### src/rtl/blkdiag_tri_sweep.sv
// ============================================================================
// blkdiag_tri_sweep
//
// Strictly-lower-triangular N x N bit-matrix register with block-diagonal
// update rules. Element (a,b), b<a, takes in_vec[a] when a and b fall into the
// same M-row block, otherwise ~in_vec[a+1]. Diagonal and upper bits are 0.
//
// Update modes (mode is sampled on a beat accepted in IDLE):
//   BULK  (mode=0): one beat writes rows 1..N-1, then DONE.
//   SWEEP (mode=1): one row per accepted beat, rows 1..N-1, then DONE.
//
// Ports:
//   clk       rising-edge clock
//   rst       asynchronous active-high reset
//   in_vec    [N:0] data beat; bit a+1 feeds row a's off-block elements
//   in_valid  beat valid
//   in_ready  beat accepted when in_valid & in_ready at a rising edge
//   mode      0 = BULK, 1 = SWEEP
//   abort     cancels an in-progress SWEEP; masks in_ready in every state
//   busy      high while in SWEEP
//   done      one-cycle pulse in DONE
//   row_idx   next row SWEEP will write; 0 outside SWEEP
//   out       [N*N-1:0] matrix, out[a*N+b] = element (a,b)
//
// Optional feature macro: BLKDIAG_TRI_SWEEP_PARITY_EN
//   When defined, adds out_par[N-1:0] with out_par[a] = XOR of row a of out,
//   registered on the same edge as the row itself.
// ============================================================================
module blkdiag_tri_sweep #(
    parameter int N = 16,
    parameter int M = 5
) (
    input  logic                  clk,
    input  logic                  rst,
    input  logic [N:0]            in_vec,
    input  logic                  in_valid,
    output logic                  in_ready,
    input  logic                  mode,
    input  logic                  abort,
    output logic                  busy,
    output logic                  done,
    output logic [$clog2(N)-1:0]  row_idx,
    output logic [N*N-1:0]        out
`ifdef BLKDIAG_TRI_SWEEP_PARITY_EN
    ,
    output logic [N-1:0]          out_par
`endif
);

    localparam int RW = $clog2(N);
    localparam logic [RW-1:0] LAST_ROW = RW'(N - 1);

    typedef enum logic [1:0] {
        ST_IDLE  = 2'd0,
        ST_SWEEP = 2'd1,
        ST_DONE  = 2'd2
    } state_t;

    state_t          state_r;
    logic [RW-1:0]   row_idx_r;
    logic            busy_r;
    logic            done_r;
    logic [N*N-1:0]  mat_r;
    logic [N*N-1:0]  mat_nxt_s;
    logic            in_ready_s;
    logic            accept_s;
    logic            bulk_wr_s;
    logic            row_wr_s;
    logic [RW-1:0]   wr_idx_s;

    // New contents of row a for beat v: same-block bits copy v[a],
    // off-block bits take ~v[a+1]; bits at and above the diagonal stay 0.
    function automatic logic [N-1:0] row_val(input int a, input logic [N:0] v);
        logic [N-1:0] r;
        r = '0;
        for (int b = 0; b < N; b++) begin
            if (b < a) begin
                if ((a / M) == (b / M)) begin
                    r[b] = v[a];
                end else begin
                    r[b] = ~v[a + 1];
                end
            end else begin
                r[b] = 1'b0;
            end
        end
        return r;
    endfunction

    // Even parity (XOR) of one row.
    function automatic logic row_par(input logic [N-1:0] r);
        return ^r;
    endfunction

    // Handshake: abort masks ready in every state; DONE never accepts.
    always_comb begin
        in_ready_s = 1'b0;
        case (state_r)
            ST_IDLE:  in_ready_s = ~abort;
            ST_SWEEP: in_ready_s = ~abort;
            ST_DONE:  in_ready_s = 1'b0;
            default:  in_ready_s = 1'b0;
        endcase
    end

    assign accept_s = in_valid & in_ready_s;

    // Decode which rows an accepted beat writes this cycle.
    always_comb begin
        bulk_wr_s = 1'b0;
        row_wr_s  = 1'b0;
        wr_idx_s  = '0;
        case (state_r)
            ST_IDLE: begin
                if (accept_s) begin
                    if (mode) begin
                        row_wr_s = 1'b1;
                        wr_idx_s = RW'(1);
                    end else begin
                        bulk_wr_s = 1'b1;
                    end
                end else begin
                    bulk_wr_s = 1'b0;
                end
            end
            ST_SWEEP: begin
                if (accept_s) begin
                    row_wr_s = 1'b1;
                    wr_idx_s = row_idx_r;
                end else begin
                    row_wr_s = 1'b0;
                end
            end
            default: begin
                row_wr_s = 1'b0;
            end
        endcase
    end

    // Next matrix value; row 0 has no elements below the diagonal.
    always_comb begin
        mat_nxt_s = mat_r;
        for (int a = 1; a < N; a++) begin
            if (bulk_wr_s || (row_wr_s && (wr_idx_s == a[RW-1:0]))) begin
                mat_nxt_s[a*N +: N] = row_val(a, in_vec);
            end else begin
                mat_nxt_s[a*N +: N] = mat_r[a*N +: N];
            end
        end
    end

    // Matrix storage.
    always_ff @(posedge clk or posedge rst) begin
        if (rst) begin
            mat_r <= '0;
        end else begin
            mat_r <= mat_nxt_s;
        end
    end

`ifdef BLKDIAG_TRI_SWEEP_PARITY_EN
    logic [N-1:0] par_r;

    // Row parity, computed from the next matrix so it tracks out exactly.
    always_ff @(posedge clk or posedge rst) begin
        if (rst) begin
            par_r <= '0;
        end else begin
            for (int a = 0; a < N; a++) begin
                par_r[a] <= row_par(mat_nxt_s[a*N +: N]);
            end
        end
    end

    assign out_par = par_r;
`endif

    // Control FSM with registered busy/done/row_idx.
    always_ff @(posedge clk or posedge rst) begin
        if (rst) begin
            state_r   <= ST_IDLE;
            row_idx_r <= '0;
            busy_r    <= 1'b0;
            done_r    <= 1'b0;
        end else begin
            case (state_r)
                ST_IDLE: begin
                    if (accept_s) begin
                        if (mode && (N > 2)) begin
                            state_r   <= ST_SWEEP;
                            busy_r    <= 1'b1;
                            row_idx_r <= RW'(2);
                        end else begin
                            // BULK, or a SWEEP whose only row is row 1
                            state_r <= ST_DONE;
                            done_r  <= 1'b1;
                        end
                    end else begin
                        state_r <= ST_IDLE;
                    end
                end
                ST_SWEEP: begin
                    if (abort) begin
                        state_r   <= ST_IDLE;
                        busy_r    <= 1'b0;
                        row_idx_r <= '0;
                    end else if (accept_s) begin
                        if (row_idx_r == LAST_ROW) begin
                            state_r   <= ST_DONE;
                            busy_r    <= 1'b0;
                            done_r    <= 1'b1;
                            row_idx_r <= '0;
                        end else begin
                            row_idx_r <= row_idx_r + RW'(1);
                        end
                    end else begin
                        row_idx_r <= row_idx_r;
                    end
                end
                ST_DONE: begin
                    state_r <= ST_IDLE;
                    done_r  <= 1'b0;
                end
                default: begin
                    state_r   <= ST_IDLE;
                    busy_r    <= 1'b0;
                    done_r    <= 1'b0;
                    row_idx_r <= '0;
                end
            endcase
        end
    end

    assign in_ready = in_ready_s;
    assign busy     = busy_r;
    assign done     = done_r;
    assign row_idx  = row_idx_r;
    assign out      = mat_r;

endmodule

### config.mk
export PLATFORM = sky130hd
export DESIGN_NAME = blkdiag_tri_sweep
export DESIGN_NICKNAME = d
export VERILOG_FILES = /design/src/rtl/blkdiag_tri_sweep.sv
export SDC_FILE = /design/constraint.sdc
export NUM_CORES = 1
export LEC_CHECK = 0
export CORE_AREA = 3 3 110 112
export CTS_CLUSTER_DIAMETER = 200
export DETAILED_ROUTE_END_ITERATION = 8
export DIE_AREA = 0 0 113 115
export DONT_BUFFER_PORTS = 1
export GPL_TIMING_DRIVEN = 0
export PLACE_DENSITY = 0.43
export SYNTH_ARGS = -nofsm -noshare
export SYNTH_HDL_FRONTEND = slang
export SYNTH_SLANG_ARGS = --single-unit
### constraint.sdc
create_clock -name clk -period 6.2 [get_ports clk]
set_clock_uncertainty 0.15 [all_clocks]
set_input_delay 1.55 -clock clk [delete_from_list [all_inputs] [get_ports clk]]
set_output_delay 1.55 -clock clk [all_outputs]
set_load 0.02 [all_outputs]
==> results.md <==
- Cell accounting for the most synthesized area: buf_4
- CTS Root Cell: clkbuf_16
- Main flop type after synthesis: dfrtp_1
- Clk sink count: 31
- Synth top cells by count: buf_4 (234), dfrtp_1 (31), inv_1 (16)
- Count leader, synth: buf_4
- Worst Path Arrival: around 2100 ps
- Via count: 2275
- Post-synthesis compound-gate area fraction: around 6.5%
- Global-route wire length before repair: about 9900 um
- Die W: around 110 um
- RSZ-0062 raised after global routing: no
- Setup WS pre-CTS: approximately 2400 ps
- Final setup fails: 0
- Gr usage total: 9.720%
- Adder-cell share of the synthesized area: 0.3776%
- Slew headroom: between 50% and 60%
- Synth top area share: between 50 and 60%
- Post-CTS setup buffers: 0
- Terminus of the critical flop-to-flop path: out[64]
- Period minus WS final: 3802 ps
- Worst flop-to-flop path startpoint: state_r[1]
- P per Cell Area: between 300 and 400 mW/mm^2
- CTS Buf Count: 5
- Crit path from: abort
- Hold Path Class: flip-flop to flip-flop
- Slack of the worst reg-to-reg path: around 3700 ps
- Crit path max-delay cell type: nor2_1
- Post-synth EDFFs: 0
- Chip height: between 100 and 150 um
- Hold_ws: between 500 and 600 ps
- Hold Buf Count CTS: 0
- Crit path capture: in_ready
- TNS Setup: 0 ps
- Drc violations: 0
- I/O pin count: approximately 290
- Clock Latency Late Sink: 270 ps
- Largest net degree at the start of global routing: 32
- Mapped Cells: 383
- Port Buf Inserts: 0
- Initial core utilization: between 20 and 30%
- # H-tree levels: 2
- Vias per cell: between 3 and 4
- CP Data Required Time: roughly 4500 ps
- WP depth: 1
- Post-DR wirelength/cell: approximately 11 um
- Count of cell types in the netlist: ~40
- CTS clk-pin slew, worst paths: 50 ps
- Worst-Margin Slew: ~740 ps
- Max-cap violations: 0
- Seq/Total Area, Yosys: between 20% and 30%
- CTS-repair resized insts: 0
- Mapped Area: around 0.0033 mm^2
- Flops & latches, synth: 31
- Nets: 549
- CTS tree: built
- Highest Clock Rate: ~260 MHz
- Critical Path Sink Type: output pin
- Status: finished clean
- Crit path buf inv count: 0
- Max VDD drop: around 0.15 mV
- Kind of critical path: input port to output pin
- Post-route setup slack: 2398 ps
- GRT overflow: 0
- Fin crit share: 61.31%
- Syn avg cell area: 8.651 um^2
- Drt initial violations: 94
- Yosys Warn Count: 0
- Synth async-reset ratio: 100.0%
- Simple-gate share of the synthesized area: under 10%
- Core box area: roughly 0.011 mm^2
- Slowest stage delay, CP: between 500 and 600 ps
- GPL Wtd Cong: roughly 0.72
- Worst reg2reg path depth: 5
- Slew Viols, Final: 0
- Setup crit start kind: input port
- DIE AREA: roughly 0.013 mm^2
- Routed Antenna Nets: 0
- Layout area overhead: 26.25%
- LEAKAGE: between 0.002 and 0.0025 uW
- Vias in the first global route: between 1500 and 2000
- Number of cell rows: 39
- Buffer depth of the longest clock path: 2
- Largest family of logic cells by synthesized area: buffers and inverters
- Post-synthesis xor/xnor area fraction: less than 1%
- Share of cells above drive strength 1: between 40% and 50%
- Inserted Diodes: 0
- Final wirelength: between 7000 and 8000 um
- Peak fanout along the critical path: 8
- CP top delay family: simple AND/OR/NAND/NOR gates
- Final hold vios: 0
- Top cells by area, synth: buf_4 (53%), dfrtp_1 (23%), mux2_2 (3.7%)
- PnR Total Power: between 1000 and 1500 uW
- Dpl hpwl: a little over 6000 um
- Worst-path cell chain: nor2_1
- Antenna violations before repair: 0
- Hold path depth: 2
- DRT Pass-1 Iters: 4
- Mux cell area share after synthesis: 7.213%
## metrics by stage
step | cell area, um^2 | cells | utilization, %
after CTS | 4155 | 669 | 36.70
after floorplan | 3820 | 518 | -
final | 4183 | 670 | 36.95
after global placement | 3999 | 661 | 35.32
after global routing | 4183 | 670 | 36.95
after detailed placement | 3999 | 661 | 35.32
## cell usage in the layout (no fill, tap or decap), types with 2 or more instances in the layout
master and count:
nand2_1 11, nand2b_1 2, buf_4 234, o21ai_2 4
or3_1 2, nor3_1 4, dfrtp_1 31, nand4_1 4
clkbuf_1 6, nor3b_1 2, nor2_1 6, o22ai_1 2
mux2i_1 10, a31oi_1 3, inv_1 15, clkbuf_8 2
a21o_1 2, o21ai_0 6, mux2_2 11, clkbuf_16 5
a21oi_1 6, conb_1 136
## power by group
part	total, uW	internal (uW)	leakage (uW)	switching [uW]
Clock	255	171	0.0000772	84.3
Combinational	664	283	0.00201	382
Sequential	380	245	0.000369	134
Total	1300	699	0.00246	600
## registers in the layout, indices dropped and copies added (netlist names)
name / count
busy: 1
done: 1
out: 23
row_idx: 4
state_r: 2
## how the worst min path moves through the flow
stage / from / endpoint / slack, ps
floorplan: done / done / 450
global placement: done / done / 520
detailed placement: done / done / 510
CTS: done / done / 530
global route: out[186] / out[186] / 560
finish: done / done / 510
## layout make-up
| cell class | instances | area (um^2) |
|---|---|---|
| plain buffers | 240 | 1787 |
| flip-flops and latches | 31 | 775.7 |
| well taps | 143 | 178.9 |
| multi-input cells | 231 | 1197 |
| fillers | 1195 | 7138 |
| clock buffers | 8 | 156.4 |
| inverters | 16 | 60.06 |
| repair buffers | 1 | 27.53 |
## metal layers
| metal | vias up | global-route usage [%] | routed length (um) |
|---|---|---|---|
| met2 | 160 | 18.13 | 3813 |
| met4 | 0 | 2.885 | 53 |
| li1 | 1141 | - | - |
| met3 | 2 | 3.579 | 965 |
| met1 | 972 | 10.21 | 2483 |
| met5 | - | 0 | 0 |
## logic make-up (layout without fill, tap and decap cells)
family	after synthesis	in the layout
simple gates	39	39
other cells	1	136
flops	31	31
compound gates	32	32
mux	22	22
xor+xnor	1	1
buf+inv	256	265
fa+ha+maj	1	1
Power figures use the tool's default switching activity.
